<file path="config.mk">
export PLATFORM = sky130hd
export DESIGN_NAME = pipe_stage_reg
export DESIGN_NICKNAME = d
export VERILOG_FILES = /design/src/rtl/pipe_stage_reg.sv
export SDC_FILE = /design/constraint.sdc
export NUM_CORES = 1
export LEC_CHECK = 0
export ABC_CLOCK_PERIOD_IN_PS = 1300
export CAP_MARGIN = 20
export CORE_AREA = 5 5 142 144
export DETAILED_ROUTE_END_ITERATION = 7
export DIE_AREA = 0 0 147 149
export DONT_BUFFER_PORTS = 1
export GPL_TIMING_DRIVEN = 0
export PLACE_DENSITY = 0.51
export SLEW_MARGIN = 20
export SYNTH_ARGS = -nofsm -noshare
export SYNTH_HDL_FRONTEND = slang
export SYNTH_SLANG_ARGS = --single-unit
</file>
<file path="constraint.sdc">
create_clock -name clk -period 1.3 [get_ports clk]
set_clock_uncertainty 0.15 [all_clocks]
set_input_delay 0.26 -clock clk [delete_from_list [all_inputs] [get_ports clk]]
set_output_delay 0.26 -clock clk [all_outputs]
set_load 0.05 [all_outputs]
</file>
<file path="src/rtl/pipe_stage_reg.sv">
// Generic inter-stage pipeline register: valid/pc/instr/a3/tnew/payload with stall, flush and
// optional Tnew aging. Optional counters enabled by `define PIPE_REG_STAT_EN.
module pipe_stage_reg #(
  parameter int unsigned DATA_W   = 96,
  parameter int unsigned A3_W     = 5,
  parameter int unsigned TNEW_W   = 2,
  parameter logic [31:0] RESET_PC = 32'h0000_3000,
  parameter int unsigned DEC_TNEW = 1
) (
  input  logic              clk,
  input  logic              reset,
  input  logic              stall,
  input  logic              flush,
  input  logic              in_valid,
  input  logic [31:0]       in_pc,
  input  logic [31:0]       in_instr,
  input  logic [A3_W-1:0]   in_a3,
  input  logic [TNEW_W-1:0] in_tnew,
  input  logic [DATA_W-1:0] in_data,
  output logic              out_valid,
  output logic [31:0]       out_pc,
  output logic [31:0]       out_instr,
  output logic [A3_W-1:0]   out_a3,
  output logic [TNEW_W-1:0] out_tnew,
  output logic [DATA_W-1:0] out_data,
  output logic [15:0]       stat_bubbles,
  output logic [15:0]       stat_stalls
);

  logic              valid_q, valid_d;
  logic [31:0]       pc_q, pc_d;
  logic [31:0]       instr_q, instr_d;
  logic [A3_W-1:0]   a3_q, a3_d;
  logic [TNEW_W-1:0] tnew_q, tnew_d;
  logic [DATA_W-1:0] data_q, data_d;

  logic              load_bubble;
  logic              stall_hold;
  logic [TNEW_W-1:0] tnew_aged;
  logic [TNEW_W-1:0] tnew_load;

  // flush beats stall; a non-stalled load of an invalid entry is also a bubble
  assign load_bubble = flush | (~stall & ~in_valid);
  assign stall_hold  = stall & ~flush;

  // Saturating decrement so Tnew never wraps to all-ones
  assign tnew_aged = (in_tnew == '0) ? '0 : in_tnew - TNEW_W'(1);

  always_comb begin
    tnew_load = (DEC_TNEW != 0) ? tnew_aged : in_tnew;
    if (in_a3 == '0) begin
      tnew_load = '0;
    end
  end

  always_comb begin
    valid_d = valid_q;
    pc_d    = pc_q;
    instr_d = instr_q;
    a3_d    = a3_q;
    tnew_d  = tnew_q;
    data_d  = data_q;
    if (load_bubble) begin
      valid_d = 1'b0;
      pc_d    = RESET_PC;
      instr_d = '0;
      a3_d    = '0;
      tnew_d  = '0;
      data_d  = '0;
    end else if (!stall_hold) begin
      valid_d = 1'b1;
      pc_d    = in_pc;
      instr_d = in_instr;
      a3_d    = in_a3;
      tnew_d  = tnew_load;
      data_d  = in_data;
    end
  end

  always_ff @(posedge clk) begin
    if (reset) begin
      valid_q <= 1'b0;
      pc_q    <= RESET_PC;
      instr_q <= '0;
      a3_q    <= '0;
      tnew_q  <= '0;
      data_q  <= '0;
    end else begin
      valid_q <= valid_d;
      pc_q    <= pc_d;
      instr_q <= instr_d;
      a3_q    <= a3_d;
      tnew_q  <= tnew_d;
      data_q  <= data_d;
    end
  end

  assign out_valid = valid_q;
  assign out_pc    = pc_q;
  assign out_instr = instr_q;
  assign out_a3    = a3_q;
  assign out_tnew  = tnew_q;
  assign out_data  = data_q;

`ifdef PIPE_REG_STAT_EN
  logic [15:0] bubbles_q, bubbles_d;
  logic [15:0] stalls_q, stalls_d;

  always_comb begin
    bubbles_d = bubbles_q;
    stalls_d  = stalls_q;
    if (load_bubble && (bubbles_q != 16'hFFFF)) begin
      bubbles_d = bubbles_q + 16'd1;
    end
    if (stall_hold && (stalls_q != 16'hFFFF)) begin
      stalls_d = stalls_q + 16'd1;
    end
  end

  always_ff @(posedge clk) begin
    if (reset) begin
      bubbles_q <= '0;
      stalls_q  <= '0;
    end else begin
      bubbles_q <= bubbles_d;
      stalls_q  <= stalls_d;
    end
  end

  assign stat_bubbles = bubbles_q;
  assign stat_stalls  = stalls_q;
`else
  assign stat_bubbles = 16'h0;
  assign stat_stalls  = 16'h0;
`endif

endmodule

</file>
==> impl_metrics.yaml, run 1 <==
status:
  outcome: "finished clean"
floorplanning:
  start_util_pct: 32.53
  core_area_um2: 18580
  die_area_um2: 21900
  core.rowCount: 50
  die_x_um: 147
  io_pins: 372
  chipHeight_um: 149
global_routing:
  grt_max_degree: 17
  gr-total-overflow: 0
  grt_pass1_vias: 6007
  antenna_found_initial: 0
  grt_pass1_wl_mm: 33.72
  grt_use_total_pct: 19.26
placed_design:
  post-place-ws_ps: -241.9
  dp_hpwl_mm: 15.12
  io_buffers: 0
  dp_cells: 1031
  gp_congestion: 0.7877
synthesis:
  ys_ff_latch: 168
  synth_seq_area_share_pct: 55.64
  yosysWarnings: 0
  avgSynthCellArea_um2: 7.891
  synth_area_leaders: "dfxtp_1 (56%), nand2_1 (20%), a21oi_1 (13%)"
  netlist_area_um2: 6045
  synth_top_cell_by_area: "dfxtp_1"
  ys_types: 17
  syn_inst: 766
  yosysTopAreaCellShare_pct: 55.64
clock_tree:
  h-tree-depth: 4
  root_buffer: "clkbuf_16"
  cts.sinks: 168
  cts_tree: "done"
  clk-insertion-delay-late_ps: 410
  cts_max_path_buffers: 2
  clk_pin_slew_worst_paths_ps: 70
  numCtsBuffers: 17
critical_path:
  reg2reg_slack_ps: 360
  endpoint_kind: "primary output"
  r2r_end: "out_data[41]"
  crit_type: "flip-flop to primary output"
  r2r_start: "out_data[41]"
  r2r_cells: 2
  crit_fanout: 2
  start_kind: "flip-flop"
  worstPathRequired_ps: 890
  crit_cells: 0
  cp.arrival_ps: 870
min_path:
  holdPathEnd: "out_tnew[0]"
  whs_path_depth: 3
  min_from: "in_a3[3]"
  hp-class: "input pin to flip-flop"
routing:
  drc: 0
  dr.first_iter.drc_count: 170
  wl_per_cell_um: 17.84
  vias: 5822
  drtPass1Iterations: 6
  ant_nets: 0
  vias_per_cell: 4.718
  wl_mm: 22.01
timing:
  worst_slack_ps: 20.14
  period_needed_ps: 1280
  period_share_pct: 98.45
  rsz0062_at_grt: "true"
  finalSetupTns_ps: 0
  final_max_slew_viol_count: 0
  clock.fmax_ghz: 0.7813
  hold_viol: 0
  setup_violations: 0
pwr:
  power.leakage_nw: 3.802
  vdd_drop_max_uv: 781.0
  total_power_mw: 12.63
  power_density_nw_per_um2: 1339
cells_and_area:
  drive_gt1_share_pct: 28.00
  antenna_cells: 0
  final_core_util_pct: 50.77
  final_cell_mix: "nand2_1 (330), dlygate4sd3_1 (171), dfxtp_4 (168)"
  area_growth_pct: 56.05
  finalNonFillerCells: 1234
  final_nets: 1159
  final_common_cell: "nand2_1"
run:
  cap_violations: 0
[worst max path at each step]
stage	endpoint	slack [ps]	startpoint
finish	out_instr[14]	20	out_instr[14]
global route	out_data[90]	-30	out_data[90]
CTS	out_data[90]	-20	out_data[90]
detailed placement	out_data[13]	-240	stall
global placement	out_data[16]	-250	flush
floorplan	out_tnew[0]	60	in_a3[0]
[report_power, final]
group	total, mW	switching, mW	leakage [nW]	internal [mW]
clock network	5.40	2.20	0.311	3.20
registers	5.90	0.771	1.49	5.13
logic	1.34	0.740	2.00	0.598
[state kept, by name (all words and copies together) (netlist names)]
register   count
out_pc        32
out_data      96
out_a3         5
out_tnew       2
out_valid      1
out_instr     32
[logic make-up (layout without fill, tap and decap cells)]
family	Yosys count	in the layout	share of synthesized area [%]
flops	168	168	55.64
compound gates	167	167	13.95
simple gates	343	343	21.76
other cells	1	32	0.06204
buf+inv	87	290	8.591
[cells in the mapped netlist, drive strengths merged]
| cell | n |
|---|---|
| o31ai | 2 |
| and2b | 1 |
| a21oi | 163 |
| nand2b | 1 |
| dfxtp | 168 |
| nand4b | 2 |
| buf | 80 |
| o21a | 1 |
| clkbuf | 7 |
| o21ai | 1 |
| conb | 1 |
| nand2 | 330 |
| nor2 | 4 |
| nand3b | 1 |
| nand3 | 3 |
| or4 | 1 |
[routing by layer]
layer	track usage, %	part of all wire [%]	up-vias
met2	34.52	51	276
met4	6.291	2.1	0
li1	-	-	2835
met3	8.721	11	30
met1	20.15	36	2681
met5	0	0	-
[repair_timing]
action	4_1_cts	5_1_grt
setup endpoints to repair	168	107
buffers inserted	0	0
hold endpoints to repair	167	0
resized for setup	336	0
hold buffers	171	0
[through the flow]
step           area [um2]  hold WS (ps)
6_report             9433         62.81
5_1_grt              9433         58.55
2_1_floorplan        6161         232.0
3_3_place_gp         6454         238.4
4_1_cts              9433         40.39
3_5_place_dp         6454         240.5
[area by class of cell]
type / count / area, um2
Clock inverter: 13 / 183.9
Fill cell: 1737 / 9148
Timing Repair Buffer: 171 / 1712
Tap cell: 234 / 292.8
Clock buffer: 19 / 452.9
Sequential cell: 168 / 3994
Multi-Input combinational cell: 542 / 2278
Buffer: 87 / 519.2
(Power assumes the default switching activity.)
==> run 2: changes to the inputs <==
--- a/config.mk
+++ b/config.mk
@@ -7,12 +7,14 @@
 export LEC_CHECK = 0
 export ABC_CLOCK_PERIOD_IN_PS = 1300
 export CAP_MARGIN = 20
-export CORE_AREA = 5 5 142 144
+export CELL_PAD_IN_SITES_DETAIL_PLACEMENT = 0
+export CELL_PAD_IN_SITES_GLOBAL_PLACEMENT = 1
+export CORE_AREA = 2 2 143 145
 export DETAILED_ROUTE_END_ITERATION = 7
-export DIE_AREA = 0 0 147 149
+export DIE_AREA = 0 0 145 147
 export DONT_BUFFER_PORTS = 1
 export GPL_TIMING_DRIVEN = 0
-export PLACE_DENSITY = 0.51
+export PLACE_DENSITY = 0.65
 export SLEW_MARGIN = 20
 export SYNTH_ARGS = -nofsm -noshare
 export SYNTH_HDL_FRONTEND = slang
==> run 2 against run 1 <==
Effect of this change: setup slack worse by 5.9 ps; wire length shrank 6.9%; highest routed layer unchanged; sequential power barely moved; sequential share of layout area shrank 0.084 points; clock-buffer cell count did not move; worst hold slack better by 38 ps.
==> impl_metrics.yaml, run 2 (synthesis gave the netlist of run 1 again) <==
timing:
  finalSetupTns_ps: 0
  worst_slack_ps: 14.25
  rsz0062_at_grt: "true"
  final_max_slew_viol_count: 0
  period_needed_ps: 1286
  clock.fmax_ghz: 0.7778
  setup_violations: 0
  period_share_pct: 98.90
  hold_viol: 0
cells_and_area:
  final_cell_mix: "nand2_1 (330), dlygate4sd3_1 (171), dfxtp_4 (168)"
  antenna_cells: 0
  area_growth_pct: 56.37
  final_common_cell: "nand2_1"
  fill_cells: 1868
  drive_gt1_share_pct: 28.00
  fin_area_um2: 9452
  largest_register_ffs: 96
  final_nets: 1159
critical_path:
  endpoint_kind: "primary output"
  crit_fanout: 2
  r2r_cells: 2
  start_kind: "flip-flop"
  r2r_start: "out_instr[16]"
  crit_type: "flip-flop to primary output"
  r2r_end: "out_instr[16]"
  cp.arrival_ps: 880
  worstPathRequired_ps: 890
  reg2reg_slack_ps: 390
clock_tree:
  clk_pin_slew_worst_paths_ps: 70
  cts_max_path_buffers: 2
  clk-insertion-delay-late_ps: 410
  h-tree-depth: 4
  cts.sinks: 168
  cts_tree: "done"
  numCtsBuffers: 17
  root_buffer: "clkbuf_16"
  postCtsSetupBuffers: 0
pwr:
  comb_power_share_pct: 10.7
  swShare_pct: 29.78
  power.leakage_nw: 3.788
  vdd_drop_max_uv: 784.5
  total_power_mw: 12.42
  pwr-share-seq_pct: 47.4
  intPower_mw: 8.723
  switchingPower_mw: 3.699
  power_density_nw_per_um2: 1314
  power_frac_clock_pct: 41.9
min_path:
  holdPathEnd: "out_tnew[1]"
  whs_path_depth: 3
  hp-class: "input pin to flip-flop"
  min_from: "in_a3[3]"
global_routing:
  grt_pass1_vias: 5907
  gr-total-overflow: 0
  grt_max_degree: 17
  grt_pass1_wl_mm: 32.44
  grt_use_total_pct: 18.94
  antenna_found_initial: 0
routing:
  ant_nets: 0
  dr.first_iter.drc_count: 166
  drc: 0
  vias_per_cell: 4.524
  wl_met3_mm: 2.138
  vias: 5745
  wl_per_cell_um: 16.14
  wl_met2_mm: 10.26
  routed.top_layer: "met4"
  drtPass1Iterations: 6
  wl_met1_mm: 7.555
  wl_mm: 20.50
floorplanning:
  core.rowCount: 52
  chipHeight_um: 147
  die_area_um2: 21320
  start_util_pct: 30.46
  die_x_um: 145
  io_pins: 372
  core_area_um2: 19840
placed_design:
  dp_hpwl_mm: 14.18
  gp_congestion: 0.7579
  post-place-ws_ps: -273.8
  io_buffers: 0
  place_area_um2: 6499
run:
  cap_violations: 0
status:
  outcome: "finished clean"
==> run 2: changes by cell type in the layout (fill, tap and decap cells not counted) <==
cell | before | now
clkinv_4 | 3 | 1
bufinv_16 | 3 | 2
clkinv_2 | 0 | 1
clkinvlp_4 | 1 | 2
inv_6 | 3 | 4
==> run 2: layer usage <==
metal	global-route usage, %	vias to the layer above
met4	7.426	0
met3	8.602	43
li1	-	2834
met1	19.71	2577
met5	0	-
met2	33.43	291
==> run 2: worst max path at each step <==
stage	from	depth (start not counted)	slack, ps	endpoint
3_3_place_gp	stall	4	-260	out_data[87]
2_1_floorplan	in_a3[0]	3	60	out_tnew[0]
5_1_grt	out_data[1]	0	-30	out_data[1]
6_report	out_instr[30]	0	10	out_instr[30]
4_1_cts	out_data[85]	0	-20	out_data[85]
3_5_place_dp	flush	5	-270	out_data[41]
==> run 2: metrics by stage <==
stage,std cells,utilization [%],hold slack [ps]
2_1_floorplan,797,-,232.0
3_3_place_gp,1067,32.75,240.3
3_5_place_dp,1067,32.75,240.0
4_1_cts,1270,47.63,80.85
5_1_grt,1270,47.63,101.3
6_report,1270,47.63,101.2
==> run 2: tightest hold or removal path: cells and delay by family <==
kind / cells / cell delay (ps)
AO/OA/AOI/OAI: 1 / 210
AND/OR/NAND/NOR: 2 / 150
==> run 2: what timing repair did <==
item | 4_1_cts | 5_1_grt
endpoints found under the hold margin | 167 | 0
endpoints found under the setup margin | 168 | 135
gates resized for setup | 336 | 0
hold buffers | 171 | 0
gates cloned | 0 | 0
==> run 2: final cells by class <==
| type | instances | area (um2) | area share (%) |
|---|---|---|---|
| multi-input cells | 542 | 2278 | 24.11 |
| well taps | 270 | 337.8 | 3.574 |
| plain buffers | 87 | 519.2 | 5.494 |
| repair buffers | 171 | 1712 | 18.11 |
| flip-flops and latches | 168 | 3994 | 42.26 |
| clock buffers | 19 | 452.9 | 4.792 |
| clock inverters | 13 | 157.7 | 1.668 |
==> run 2: power by group through the flow <==
| stage | logic [mW] | clock network (mW) | registers (mW) |
|---|---|---|---|
| 2_1_floorplan | 0.737 | 0 | 6.15 |
| 3_3_place_gp | 0.887 | 0 | 6.22 |
| 3_5_place_dp | 0.892 | 0 | 6.21 |
| 4_1_cts | 1.32 | 5.35 | 5.89 |
| 5_1_grt | 1.46 | 5.61 | 5.91 |
| 6_report | 1.33 | 5.20 | 5.89 |
==> run 3: changes to the inputs <==
==> constraint.sdc (replaced) <==
create_clock -name clk -period 1.3 [get_ports clk]
set_clock_uncertainty 0.15 [all_clocks]
set_input_delay 0.26 -clock clk [delete_from_list [all_inputs] [get_ports clk]]
set_output_delay 0.26 -clock clk [all_outputs]
set_load 0.1 [all_outputs]
==> run 3 against run 2 <==
Effect of this change: the flow now finishes with violations (setup timing); first-iteration DRC count rose by 11%; design area did not move; setup slack got worse by 100 ps; register-to-register slack got worse by 110 ps; sequential power rose by 11%; critical path depth did not move; worst hold slack got worse by 77 ps; core utilization did not move; flip-flop and latch count did not move; clock-buffer cell count rose by 1; sequential share of layout area did not move; non-clock buffer count did not move; critical path type unchanged; highest routed layer unchanged.
==> impl_metrics.yaml, run 3 (synthesis gave the netlist of run 1 again) <==
global_routing:
  grt_pass1_wl_mm: 31.92
  groute.layer.met3.usage_pct: 7.640
  antenna_found_initial: 0
  grtUsageMet1_pct: 20.75
  gr-total-overflow: 0
  met2_usage_pct: 31.52
  busiest_layer: "met2"
  grt_max_degree: 17
  grt_pass1_vias: 5842
  grt_use_total_pct: 18.64
timing:
  worst_slack_ps: -88.15
  hold_viol: 0
  final_max_slew_viol_count: 0
  period_share_pct: 106.8
  setup_violations: 168
  clock.fmax_ghz: 0.7204
  rsz0062_at_grt: "true"
  period_needed_ps: 1388
pwr:
  total_power_mw: 13.30
  pwr-share-seq_pct: 49.3
  power.leakage_nw: 3.789
  power_density_nw_per_um2: 1407
  vdd_drop_max_uv: 698.1
  comb_power_share_pct: 11.4
  switchingPower_mw: 4.573
  swShare_pct: 34.38
  intPower_mw: 8.728
  power_frac_clock_pct: 39.2
clock_tree:
  cts.sinks: 168
  cts_tree: "done"
  numCtsBuffers: 17
  clk-insertion-delay-late_ps: 420
  h-tree-depth: 4
  postCtsSetupBuffers: 0
  cts_max_path_buffers: 2
  clk_pin_slew_worst_paths_ps: 70
  root_buffer: "clkbuf_16"
placed_design:
  dp_cells: 1067
  dp_hpwl_mm: 14.25
  io_buffers: 0
  gp_congestion: 0.7242
routing:
  drc: 0
  ant_nets: 0
  dr.first_iter.drc_count: 184
  vias_per_cell: 4.522
  vias: 5743
  drtPass1Iterations: 4
  wl_per_cell_um: 15.90
  wl_mm: 20.20
min_path:
  hp-class: "input pin to flip-flop"
critical_path:
  worstPathRequired_ps: 890
  cp.arrival_ps: 980
  start_kind: "flip-flop"
  crit_type: "flip-flop to primary output"
  endpoint_kind: "primary output"
  crit_fanout: 2
cells_and_area:
  area_growth_pct: 56.37
  regArea_um2: 3994
  multi_input_area_um2: 2278
  final_common_cell: "nand2_1"
  finalNonFillerCells: 1270
  largest_register_ffs: 96
  drive_gt1_share_pct: 27.90
  final_nets: 1159
  final_cell_mix: "nand2_1 (330), dlygate4sd3_1 (171), dfxtp_4 (168)"
  fill_cells: 1909
  antenna_cells: 0
floorplanning:
  die_area_um2: 21320
  start_util_pct: 30.46
  core.rowCount: 52
  core_area_um2: 19840
  chipHeight_um: 147
  die_x_um: 145
  io_pins: 372
status:
  outcome: "complete, but fails checks"
  violations: "setup timing"
run:
  cap_violations: 0
==> run 3: path summary, 6_finish.rpt <==
check,from,end,slack [ps],cells after the start
worst max-delay path,out_a3[2],out_a3[2],-90,0
worst max register to register,out_data[89],out_data[89],280,2
worst min register to register,out_pc[11],out_pc[11],480,2
worst min-delay path,in_a3[4],out_tnew[0],20,2
==> run 3: routing by layer <==
layer	vias to the layer above	wire, um
met3	39	2007
met1	2584	7903
met4	0	692
met2	279	9592
met5	-	0
li1	2841	-
==> run 3: per-stage QoR <==
| step | util, % | TNS (ps) | hold WS (ps) | setup WS (ps) | cell area, um2 |
|---|---|---|---|---|---|
| final | 47.63 | -10910 | 24.31 | -88.15 | 9452 |
| after global routing | 47.63 | -16740 | 15.97 | -123.3 | 9452 |
| after CTS | 47.63 | -15870 | 8.360 | -117.7 | 9452 |
| after detailed placement | 33.81 | -31500 | 248.3 | -261.4 | 6709 |
| after global placement | 33.81 | -25220 | 237.1 | -217.7 | 6709 |
| after floorplan | - | 0 | 231.9 | 62.26 | 6371 |
==> run 3: area by class of cell <==
class,instances,area share (%)
timing repair buffer,171,18.11
clock inverter,12,1.628
buffer,87,5.494
clock buffer,20,4.832
sequential,168,42.26
tap,270,3.574
multi-input combinational,542,24.11
==> run 3: what timing repair did <==
| action | in CTS | in global routing |
|---|---|---|
| cloned | 0 | 0 |
| setup endpoints to repair | 168 | 168 |
| hold buffers | 171 | 0 |
| gates resized for setup | 168 | 0 |
| endpoints found under the hold margin | 167 | 0 |
==> run 3: power by group through the flow <==
stage	clock [mW]	combinational (mW)	sequential, mW
3_3_place_gp	0	1.08	6.93
5_1_grt	5.60	1.66	6.58
6_report	5.22	1.52	6.56
4_1_cts	5.41	1.52	6.56
2_1_floorplan	0	0.936	6.87
3_5_place_dp	0	1.09	6.93
